==> src/rtl/crc_pkg.sv <==
// rtl/crc_pkg.sv - shared types and bitwise CRC helpers for the stream engine
package crc_pkg;

    localparam int CRC_MAX_W = 32;

    typedef enum logic [1:0] {IDLE, ACCUM, DONE} state_t;

    function automatic logic [7:0] reflect8(input logic [7:0] b);
        logic [7:0] r;
        r = {<<{b}};
        return r;
    endfunction

    // Reverse the whole word, then slide the reflected low field back down.
    function automatic logic [CRC_MAX_W-1:0] reflect_w(input logic [CRC_MAX_W-1:0] v,
                                                        input int width);
        logic [CRC_MAX_W-1:0] r;
        r = {<<{v}};
        return r >> (CRC_MAX_W - width);
    endfunction

    function automatic logic [CRC_MAX_W-1:0] crc_byte_step(input logic [CRC_MAX_W-1:0] crc,
                                                           input logic [7:0]           data,
                                                           input logic [CRC_MAX_W-1:0] poly,
                                                           input int                   width);
        logic [CRC_MAX_W-1:0] r, top, mask;
        logic [7:0]           d;
        logic                 fb;
        top  = 32'h1 << (width - 1);
        mask = (width >= CRC_MAX_W) ? '1 : ((top << 1) - 32'h1);
        r    = crc & mask;
        d    = data;
        for (int i = 0; i < 8; i++) begin
            fb = ((r & top) != '0) ^ d[7];
            r  = ((r << 1) ^ (fb ? poly : '0)) & mask;
            d  = d << 1;
        end
        return r;
    endfunction

endpackage

==> src/rtl/crc_lane_chain.sv <==
// rtl/crc_lane_chain.sv - combinational cascade of per-byte CRC steps over the valid lanes
module crc_lane_chain
    import crc_pkg::*;
#(
    parameter int                   WIDTH      = 32,
    parameter logic [CRC_MAX_W-1:0] POLY       = 32'h04C11DB7,
    parameter bit                   REFIN      = 1'b0,
    parameter int                   DATA_BYTES = 4,
    parameter int                   BW         = $clog2(DATA_BYTES + 1)
) (
    input  logic [WIDTH-1:0]        crc_in,
    input  logic [8*DATA_BYTES-1:0] data,
    input  logic [BW-1:0]           bytes,
    output logic [WIDTH-1:0]        crc_next
);

    logic [WIDTH-1:0] r;
    logic [7:0]       b;
    int               n;

    // Out-of-range counts fall back to a full beat; unused lanes are skipped, not zero-fed.
    always_comb begin
        n = int'(bytes);
        if (n == 0 || n > DATA_BYTES) n = DATA_BYTES;
        r = crc_in;
        b = '0;
        for (int l = 0; l < DATA_BYTES; l++) begin
            if (l < n) begin
                b = data[8*l +: 8];
                if (REFIN) b = reflect8(b);
                r = WIDTH'(crc_byte_step(CRC_MAX_W'(r), b, POLY, WIDTH));
            end
        end
        crc_next = r;
    end

endmodule

==> src/rtl/crc_stream_engine.sv <==
// rtl/crc_stream_engine.sv - framed Rocksoft-model CRC engine with held result handshake
module crc_stream_engine
    import crc_pkg::*;
#(
    parameter int                   WIDTH      = 32,
    parameter logic [CRC_MAX_W-1:0] POLY       = 32'h04C11DB7,
    parameter logic [CRC_MAX_W-1:0] INIT       = 32'hFFFFFFFF,
    parameter bit                   REFIN      = 1'b0,
    parameter bit                   REFOUT     = 1'b0,
    parameter logic [CRC_MAX_W-1:0] XOROUT     = 32'h00000000,
    parameter logic [CRC_MAX_W-1:0] RESIDUE    = 32'h00000000,
    parameter int                   DATA_BYTES = 4,
    parameter int                   BW         = $clog2(DATA_BYTES + 1)
) (
    input  logic                    clk,
    input  logic                    reset,
    input  logic                    in_valid,
    output logic                    in_ready,
    input  logic [8*DATA_BYTES-1:0] in_data,
    input  logic [BW-1:0]           in_bytes,
    input  logic                    in_last,
    output logic                    out_valid,
    input  logic                    out_ready,
    output logic [WIDTH-1:0]        crc_out,
    output logic                    crc_ok,
    output logic                    busy
);

    state_t           state_q, state_d;
    logic [WIDTH-1:0] crc_q, crc_next, crc_final, crc_out_q;
    logic             crc_ok_q, accept, consume;

    crc_lane_chain #(
        .WIDTH(WIDTH), .POLY(POLY), .REFIN(REFIN), .DATA_BYTES(DATA_BYTES), .BW(BW)
    ) u_chain (
        .crc_in(crc_q), .data(in_data), .bytes(in_bytes), .crc_next(crc_next)
    );

    assign in_ready  = reset && (state_q != DONE);
    assign out_valid = (state_q == DONE);
    assign busy      = (state_q == ACCUM);
    assign accept    = in_valid && in_ready;
    assign consume   = out_valid && out_ready;
    assign crc_out   = crc_out_q;
    assign crc_ok    = crc_ok_q;

    always_comb begin
        crc_final = crc_next;
        if (REFOUT) crc_final = WIDTH'(reflect_w(CRC_MAX_W'(crc_next), WIDTH));
        crc_final = crc_final ^ XOROUT[WIDTH-1:0];
    end

    always_comb begin
        state_d = state_q;
        case (state_q)
            IDLE:    if (accept) state_d = in_last ? DONE : ACCUM;
            ACCUM:   if (accept && in_last) state_d = DONE;
            DONE:    if (consume) state_d = IDLE;
            default: state_d = IDLE;
        endcase
    end

    always_ff @(posedge clk or negedge reset) begin
        if (!reset) begin
            state_q   <= IDLE;
            crc_q     <= INIT[WIDTH-1:0];
            crc_out_q <= '0;
            crc_ok_q  <= 1'b0;
        end else begin
            state_q <= state_d;
            if (accept) begin
                crc_q <= crc_next;
                if (in_last) begin
                    crc_out_q <= crc_final;
                    crc_ok_q  <= (crc_final == RESIDUE[WIDTH-1:0]);
                end
            end
            if (consume) crc_q <= INIT[WIDTH-1:0];
        end
    end

    property beat_legal;
        @(posedge clk) disable iff (!reset)
        accept |-> (int'(in_bytes) >= 1 && int'(in_bytes) <= DATA_BYTES &&
                    (in_last || int'(in_bytes) == DATA_BYTES));
    endproperty
    a_beat_legal: assert property (beat_legal);

endmodule

==> config.mk <==
export PLATFORM = sky130hd
export DESIGN_NAME = crc_stream_engine
export DESIGN_NICKNAME = d
export VERILOG_FILES = /design/src/rtl/crc_pkg.sv /design/src/rtl/crc_lane_chain.sv /design/src/rtl/crc_stream_engine.sv
export SDC_FILE = /design/constraint.sdc
export NUM_CORES = 1
export LEC_CHECK = 0
export ABC_AREA = 1
export CORE_UTILIZATION = 56
export DETAILED_ROUTE_END_ITERATION = 6
export PLACE_DENSITY = 0.82
export SYNTH_ARGS = -nofsm -noshare
export SYNTH_HDL_FRONTEND = slang
export SYNTH_SLANG_ARGS = --single-unit
==> constraint.sdc <==
create_clock -name clk -period 3.7 [get_ports clk]
set_clock_uncertainty 0.1 [all_clocks]
set_input_delay 1.11 -clock clk [delete_from_list [all_inputs] [get_ports clk]]
set_output_delay 1.11 -clock clk [all_outputs]
set_load 0.02 [all_outputs]
==> results of run 1 <==
-- per-stage QoR --
| step | TNS [ns] | area (sq um) | util [%] | setup slack, ns | instances |
|---|---|---|---|---|---|
| 4_1_cts | -62.07 | 17100 | 94.2 | -1.22 | 2606 |
| 3_3_place_gp | -110.98 | 14500 | 80.0 | -2.00 | 2514 |
| 3_5_place_dp | -117.13 | 14500 | 80.0 | -2.10 | 2514 |
| 2_1_floorplan | -35.85 | 11000 | - | -0.867 | 1897 |
-- layer usage --
metal | global-route usage, % | overflow
met5 | 22.6 | 0
met4 | 83.6 | 29
met2 | 96.7 | 39
met1 | 81.2 | 1
met3 | 63.3 | 0
-- cells by family after synthesis --
| group | share of synthesized area [%] |
|---|---|
| compound gates | 5.69 |
| fa+ha+maj | 0.119 |
| simple gates | 65.5 |
| xor+xnor | 3.31 |
| buf+inv | 9.01 |
| flops | 16.4 |
-- what timing repair did --
item	4_1_cts
pin swaps	157
gates cloned	3
gates resized for setup	424
hold buffers	0
endpoints found under the setup margin	65
endpoints found under the hold margin	0
buffers inserted	76
==> impl_metrics.json, run 1 <==
{
  "ys_warn_count": 0,
  "hpwl_um": 38400,
  "synth_top_area_share_pct": 31.5,
  "clockBufferDepth": 2,
  "synth_nets": 1938,
  "cts_sinks": 67,
  "ys_types": 41,
  "root_buffer": "clkbuf_16",
  "cts_buffers": 9,
  "yosysMostFrequentCell": "nand2_1",
  "grt_max_degree": 68,
  "stop_stage": "5_1_grt",
  "synth_seq_area_share_pct": 16.4,
  "die_w_um": 139,
  "ys_top_cells_by_count": "nand2_1 (878), nand3_1 (336), inv_1 (147)",
  "grt_usage_pct": 80.2,
  "overflow": 69,
  "ys_ff_latch": 67,
  "routabilityCongestion": 1.06,
  "netlist_instances": 1897,
  "yosys.area.top_type": "nand2_1",
  "syn_area_sq_mm": 0.0105,
  "status": "did not finish",
  "cts_max_level": 3,
  "grt_pass1_vias": 20735,
  "pin_count": 76,
  "synth_ff_type": "dfrtp_1",
  "synth.avg_cell_area_sq_um": 5.52,
  "yosys-top-cells-area": "nand2_1 (31%), nand3_1 (16%), dfrtp_1 (8.4%), dfstp_2 (8.0%), nand2_2 (5.6%)",
  "port_buffers": 75,
  "error": "[ERROR GRT-0116] Global routing finished with congestion. Check the congestion regions in the DRC Viewer.",
  "synth-edff-count": 0,
  "start_util_pct": 57.7,
  "fp-row-count": 49,
  "async_flop_share_pct": 100,
  "die_h_um": 139,
  "grt_pass1_wl_um": 120000
}
==> run 2: changes to the inputs <==
Settings changed: CORE_UTILIZATION 56 to 40, PLACE_DENSITY 0.82 to default, PLACE_DENSITY_LB_ADDON from default to 0.15.
Clock period 3.7 ns to 4.8 ns, I/O delays scaled along.
==> run 2 against run 1 <==
The flow now finishes, with violations (negative setup slack). Area after synthesis stayed put. Synthesized cell count stayed put.
==> impl_metrics.json, run 2 <==
{
  "relSlewSlack_pct": 12.0,
  "dr.first_iter.drc_count": 1538,
  "ys_types": 41,
  "syn_area_sq_mm": 0.0105,
  "drtAntennaViolNets": 0,
  "drc": 0,
  "synth_top_family_by_area": "simple AND/OR/NAND/NOR gates",
  "routed_via_density": 5.53,
  "drt-total-wl_um": 56000,
  "synth_top_area_share_pct": 31.5,
  "cp_common_cell": "nand2_4",
  "drive_above_1_share_pct": 50.6,
  "rsz0062_at_grt": "yes",
  "synth-edff-count": 0,
  "cpLargestDelayFamily": "simple AND/OR/NAND/NOR gates",
  "firstDrtPassIters": 6,
  "cts_buffers": 9,
  "violations": "negative setup slack",
  "fillers": 2079,
  "cts_max_level": 3,
  "wl_met3_um": 5040,
  "tightest_slew_ns": 1.32,
  "crit_path_end_kind": "flop",
  "die_h_um": 164,
  "yosys-top-cells-area": "nand2_1 (31%), nand3_1 (16%), dfrtp_1 (8.4%), dfstp_2 (8.0%), nand2_2 (5.6%)",
  "netlist_instances": 1897,
  "grt_max_degree": 68,
  "synthAdderAreaFrac_pct": 0.119,
  "final_common_cell": "nand2_1",
  "crit_buf_inv": 7,
  "fp-row-count": 58,
  "setup_tns_ns": -23.17,
  "synth_ff_type": "dfrtp_1",
  "critPathSlowestCell": "ha_4",
  "post_drt_wl_per_cell_um": 20.3,
  "antenna_found_initial": 0,
  "met2_length_um": 24900,
  "setup_ws_ns": -0.631,
  "insertion_delay_ns": 0.33,
  "synth_compound_area_share_pct": 5.69,
  "coreArea_sq_mm": 0.0254,
  "grt_pass1_vias": 13911,
  "root_buffer": "clkbuf_16",
  "grt_usage_pct": 39.9,
  "ys_top_cells_by_count": "nand2_1 (878), nand3_1 (336), inv_1 (147)",
  "port_buffers": 75,
  "path_class": "input port to flop",
  "dieArea_sq_mm": 0.0268,
  "fin_cells": 2756,
  "cts_tree": "yes",
  "grt_pass1_wl_um": 80400,
  "critPathMaxFanout": 8,
  "cts_sinks": 67,
  "top_layer": "met4",
  "ys_ff_latch": 67,
  "crit_required_ns": 4.97,
  "clkTransAtPathRegs_ns": 0.06,
  "cp.arrival_ns": 5.61,
  "start_util_pct": 41.2,
  "synth_nets": 1938,
  "hold_viol": 0,
  "via_count": 15230,
  "synthMuxAreaShare_pct": 0,
  "post-route-util_pct": 74.6,
  "synth-xor-area-share_pct": 3.31,
  "yosys.area.top_type": "nand2_1",
  "async_flop_share_pct": 100,
  "fin_crit_sh_pct": 113,
  "dp.cells": 2621,
  "cp-start-kind": "input port",
  "diodes": 0,
  "max_stage_delay_ns": 0.26,
  "hpwl_um": 42400,
  "synth.avg_cell_area_sq_um": 5.52,
  "mostFrequentLayoutCells": "nand2_1 (635), buf_4 (406), nand3_1 (211)",
  "yosysMostFrequentCell": "nand2_1",
  "cap_violations": 0,
  "met1Wirelength_um": 23400,
  "overflow": 0,
  "reg2reg_slack_ns": 0.32,
  "yosys.area_share.simple_pct": 65.5,
  "routabilityCongestion": 0.985,
  "die_w_um": 164,
  "status": "complete, but fails checks",
  "ys_warn_count": 0,
  "maxSlewViolCount": 0,
  "hp-class": "flop to flop",
  "synth_seq_area_share_pct": 16.4,
  "pin_count": 76,
  "min_period_ns": 5.43,
  "max_freq_ghz": 0.184,
  "setup-violations-final": 65,
  "syn_to_final_growth_pct": 80.9,
  "num-nets-final": 2462,
  "clockBufferDepth": 2
}
[run 2: cell counts after synthesis]
No cell type changed its count.
[run 2: repair_timing]
action,4_1_cts,5_1_grt
buffers inserted,64,59
hold buffers,0,0
pin swaps,136,189
gates cloned,2,1
gates resized for setup,435,364
endpoints found under the setup margin,65,65
[run 2: worst reg2reg max path, delay by kind of cell, from the launching register on]
| family | cells | cell delay [ns] |
|---|---|---|
| XOR/XNOR | 1 | 0.22 |
| flip-flops | 1 | 0.65 |
| AND/OR/NAND/NOR | 30 | 2.88 |
| buffers and inverters | 5 | 0.60 |
[run 2: path summary, 6_finish.rpt]
check,start,to,cells after the start
setup / recovery,in_bytes[1],crc_ok,38
hold / removal,crc_out[0],crc_out[0],2
setup reg to reg,crc_q[31],crc_ok,36
hold reg to reg,crc_out[0],crc_out[0],2
max in group asynchronous,reset,state_q[0],2
min in group asynchronous,reset,crc_out[2],2
[run 2: cell families after synthesis]
| family | count (synthesis) |
|---|---|
| AO/OA/AOI/OAI | 99 |
| XOR/XNOR | 37 |
| adder cells (fa/ha/maj) | 1 |
| buffers and inverters | 227 |
| flip-flops | 67 |
| AND/OR/NAND/NOR | 1466 |
[run 2: area by class of cell]
type	count	area (sq um)	area share, %
timing repair inverter	1	8.76	0.0462
inverter	179	738	3.90
clock inverter	6	71.3	0.376
multi-input combinational	1604	10900	57.7
timing repair buffer	559	4820	25.4
sequential	67	1720	9.06
tap	330	413	2.18
clock buffer	10	239	1.26
[run 2: stage by stage]
| step | hold WS, ns | setup WS, ns | area (sq um) |
|---|---|---|---|
| after floorplan | 0.367 | -0.0972 | 10700 |
| after global placement | 0.368 | -1.52 | 14400 |
| after detailed placement | 0.373 | -1.59 | 14400 |
| after CTS | 0.387 | -0.439 | 17000 |
| after global routing | 0.414 | -0.825 | 18900 |
| final | 0.388 | -0.631 | 18900 |
[run 2: metal layers]
metal / vias to the layer above / global-route usage, %
met3: 138 / 5.56
met2: 757 / 62.3
met4: 0 / 16.6
met1: 7204 / 54.9
li1: 7131 / -
met5: - / 0
Power of run 2 is not shown: default switching activity piles up to over one toggle a cycle in this logic, so the estimate is an artifact.
==> run 3: changes to the inputs <==
Settings changed: GPL_TIMING_DRIVEN from default to 0.
==> run 3 against run 2 <==
Routed wire length is 6.3% lower. Via count is 8.3% lower. Sequential cell count stayed put. Worst hold slack worse by 0.0049 ns. Design area is 13% lower. Utilization is 9.8 points lower. Register-to-register slack worse by 0.06 ns. Largest cell class unchanged. The flow still finishes with violations (negative setup slack). Critical path type unchanged.
==> impl_metrics.json, run 3 (same netlist as run 2, synthesis figures left out) <==
{
  "routabilityCongestion": 0.997,
  "clkTransAtPathRegs_ns": 0.05,
  "drive_above_1_share_pct": 41.6,
  "antenna_found_initial": 0,
  "port_buffers": 75,
  "start_util_pct": 41.2,
  "num-nets-final": 2192,
  "dr.first_iter.drc_count": 1313,
  "holdBufCountCts": 0,
  "violations": "negative setup slack",
  "insertion_delay_ns": 0.32,
  "hpwl_um": 39600,
  "hold_viol": 0,
  "setup_tns_ns": -25.88,
  "cp-start-kind": "input port",
  "reg2reg_slack_ns": 0.26,
  "coreArea_sq_mm": 0.0254,
  "diodes": 0,
  "syn_to_final_growth_pct": 57.2,
  "fin_crit_sh_pct": 115,
  "pin_count": 76,
  "cpLargestDelayFamily": "simple AND/OR/NAND/NOR gates",
  "grt_pass1_wl_um": 75800,
  "grt_pass1_vias": 12598,
  "hp-class": "flop to flop",
  "post_drt_wl_per_cell_um": 21.1,
  "endpoint": "crc_ok",
  "die_w_um": 164,
  "worst_setup_path_startpoint": "in_bytes[1]",
  "relSlewSlack_pct": 44.7,
  "clockBufferDepth": 2,
  "firstDrtPassIters": 5,
  "drtAntennaViolNets": 0,
  "crit_required_ns": 4.96,
  "die_h_um": 164,
  "status": "complete, but fails checks",
  "setup-violations-final": 65,
  "cts_tree": "yes",
  "path_class": "input port to flop",
  "max_stage_delay_ns": 0.35,
  "max_freq_ghz": 0.181,
  "routed_via_density": 5.62,
  "drt-total-wl_um": 52500,
  "final_common_cell": "nand2_1",
  "fillers": 2283,
  "via_count": 13963,
  "fin_area_sq_mm": 0.0165,
  "rsz0062_at_grt": "yes",
  "maxSlewViolCount": 0,
  "cp.depth": 34,
  "mostFrequentLayoutCells": "nand2_1 (664), nand3_1 (211), nand2_2 (196)",
  "fp-row-count": 58,
  "r2r-start": "crc_q[31]",
  "root_buffer": "clkbuf_16",
  "cp.arrival_ns": 5.69,
  "rr_worst_depth": 33,
  "cts_buffers": 9,
  "cts_sinks": 67,
  "crit_path_end_kind": "flop",
  "crit_buf_inv": 6,
  "critPathMaxFanout": 7,
  "cap_violations": 0,
  "cts_max_level": 3,
  "min_period_ns": 5.53,
  "tightest_slew_ns": 0.829,
  "grt_max_degree": 69,
  "grt_usage_pct": 38.2,
  "setup_ws_ns": -0.734,
  "dpl_cell_area_sq_mm": 0.0119,
  "dieArea_sq_mm": 0.0268,
  "drc": 0,
  "worstReg2RegEnd": "crc_ok",
  "critPathSlowestCell": "o21ai_4",
  "overflow": 0
}
## run 3: worst min path at each step
stage / slack, ns / cells past startpoint / to / from
3_3_place_gp: 0.37 / 2 / crc_out[11] / crc_out[11]
5_1_grt: 0.41 / 2 / crc_out[0] / crc_out[0]
2_1_floorplan: 0.37 / 2 / crc_q[14] / crc_q[14]
3_5_place_dp: 0.37 / 2 / crc_out[12] / crc_out[12]
4_1_cts: 0.39 / 2 / crc_out[0] / crc_out[0]
6_report: 0.38 / 2 / crc_out[20] / crc_out[20]
## run 3: per-stage QoR
stage	setup slack, ns	instances	utilization (%)	hold slack, ns
CTS	-0.521	2424	58.4	0.393
detailed placement	-2.12	2302	46.7	0.366
global placement	-2.11	2302	46.8	0.365
finish	-0.734	2486	64.8	0.384
global route	-0.930	2486	64.8	0.410
floorplan	-0.0972	1897	-	0.367
## run 3: cell type report
class,count,area [sq um],share of cell area (%)
multi-input combinational,1605,10700,65.0
timing repair buffer,241,2260,13.8
sequential,67,1720,10.4
inverter,179,742,4.51
tap,330,413,2.51
buffer,48,342,2.07
clock buffer,14,254,1.54
clock inverter,2,35.0,0.213
## run 3: worst min-delay path, cell delays in order (launching register included)
cell	delay [ns]
dfrtp_1	0.34
nand2_1	0.06
o21ai_2	0.05
## run 3: metal layers
| layer | up-vias | GRT usage (%) | routed length (um) |
|---|---|---|---|
| li1 | 6591 | - | - |
| met1 | 6569 | 52.7 | 22600 |
| met2 | 674 | 59.0 | 23100 |
| met3 | 129 | 5.48 | 4200 |
| met4 | 0 | 16.4 | 2540 |
| met5 | - | 0 | 0 |
## run 3: repair_timing
item	in CTS	in global routing
endpoints found under the setup margin	65	65
resized for setup	458	266
pin swaps	137	166
hold endpoints to repair	0	0
buffers inserted	103	62
gates cloned	3	1
Power of run 3 is left out for the same reason.
==> run 4: changes to the inputs <==
Settings changed: CORE_UTILIZATION 40 to 50, CTS_CLUSTER_SIZE from default to 20, SLEW_MARGIN from default to 20.
==> run 4 against run 3 <==
The flow still finishes with violations (negative setup slack). Worst hold slack got worse by 0.00074 ns. Utilization is 14 points higher. Sequential share of layout area grew 0.27 points. Non-clock buffer count shrank 19. Routed wire length increased by 2.2%. Via count is 7.0% higher. Design area decreased by 2.6%. Cell count is 3.1% lower. Sequential cell count stayed put. Fmax is 3.6% lower. First-iteration DRC count rose by 35%. Global-route usage grew 6.4 points.
==> impl_metrics.json, run 4 (same netlist as run 2, synthesis figures left out) <==
{
  "post_drt_wl_per_cell_um": 22.2,
  "port_buffers": 75,
  "cts_max_level": 3,
  "fin_crit_sh_pct": 120,
  "firstDrtPassIters": 6,
  "hpwl_um": 36300,
  "start_util_pct": 51.4,
  "clkTransAtPathRegs_ns": 0.05,
  "cp.arrival_ns": 5.86,
  "coreArea_sq_mm": 0.0204,
  "max_stage_delay_ns": 0.54,
  "overflow": 0,
  "min_period_ns": 5.74,
  "mostFrequentLayoutCells": "nand2_1 (678), nand3_1 (224), nand2_2 (191)",
  "status": "complete, but fails checks",
  "insertion_delay_ns": 0.33,
  "relSlewSlack_pct": 33.9,
  "grt_pass1_wl_um": 73200,
  "die_w_um": 147,
  "fp-row-count": 52,
  "routabilityCongestion": 1.07,
  "via_count": 14939,
  "pin_count": 76,
  "drtAntennaViolNets": 0,
  "holdBufCountCts": 0,
  "crit_required_ns": 4.92,
  "setup_tns_ns": -34.09,
  "hold_viol": 0,
  "maxSlewViolCount": 0,
  "path_class": "input port to flop",
  "max_freq_ghz": 0.174,
  "drive_above_1_share_pct": 39.0,
  "cts_tree": "yes",
  "final_common_cell": "nand2_1",
  "post-route-util_pct": 78.8,
  "cp-start-kind": "input port",
  "die_h_um": 147,
  "critPathSlowestCell": "o21ai_1",
  "routed_via_density": 6.20,
  "grt_max_degree": 43,
  "violations": "negative setup slack",
  "rsz0062_at_grt": "yes",
  "grt_pass1_vias": 12793,
  "fin_area_sq_mm": 0.0160,
  "root_buffer": "clkbuf_16",
  "drt-total-wl_um": 53600,
  "setup_ws_ns": -0.938,
  "drc": 0,
  "critPathMaxFanout": 10,
  "tightest_slew_ns": 0.985,
  "setup-violations-final": 65,
  "dr.first_iter.drc_count": 1773,
  "num-nets-final": 2174,
  "clockBufferDepth": 2,
  "cpLargestDelayFamily": "simple AND/OR/NAND/NOR gates",
  "cp_common_cell": "nand2_1",
  "dpl_cell_area_sq_mm": 0.0118,
  "syn_to_final_growth_pct": 53.1,
  "grt_usage_pct": 44.6,
  "cap_violations": 0,
  "cts_sinks": 67,
  "dieArea_sq_mm": 0.0215,
  "cts_buffers": 9,
  "crit_path_end_kind": "flop",
  "crit_buf_inv": 7,
  "timing.hold.ws_ns": 0.383,
  "antenna_found_initial": 2,
  "hp-class": "flop to flop"
}
## run 4: through the flow
step | instances | worst slack [ns]
floorplan | 1897 | -0.0972
global placement | 2242 | -2.00
detailed placement | 2243 | -2.04
CTS | 2349 | -0.487
global route | 2408 | -0.985
finish | 2409 | -0.938
## run 4: path summary, 6_finish.rpt
path	startpoint	to	slack, ns	cells past startpoint
setup / recovery	in_bytes[0]	crc_ok	-0.94	32
hold / removal	crc_out[8]	crc_out[8]	0.38	2
setup reg to reg	crc_q[27]	crc_ok	0.05	32
hold reg to reg	crc_out[8]	crc_out[8]	0.38	2
max in group asynchronous	reset	crc_q[11]	3.10	2
min in group asynchronous	reset	crc_out[14]	0.92	1
## run 4: layer usage
layer  up-vias  part of all wire [%]  global-route usage, %
li1       6572                     -                      -
met1      6838                    37                   59.6
met2      1198                    41                   66.4
met3       329                    15                   10.1
met4         2                   8.1                   24.2
met5         -                 0.021                      0
## run 4: tightest hold or removal path, delay by kind of cell (launching register included)
| family | cells | cell delay [ns] |
|---|---|---|
| DFF | 1 | 0.34 |
| and+or+nand+nor | 2 | 0.10 |
## run 4: layout make-up
type | instances | area, sq um
multi-input combinational | 1606 | 10500
fill | 1472 | 4320
timing repair buffer | 223 | 2150
sequential | 67 | 1720
inverter | 179 | 724
buffer | 47 | 350
tap | 270 | 338
clock buffer | 11 | 243
clock inverter | 5 | 58.8
antenna | 1 | 2.50
## run 4: repair_timing
item,4_1_cts,5_1_grt
endpoints found under the setup margin,65,65
endpoints found under the hold margin,0,0
gates cloned,5,0
gates resized for setup,352,290
pin swaps,126,149
buffers inserted,85,62
Power of run 4 is left out for the same reason.
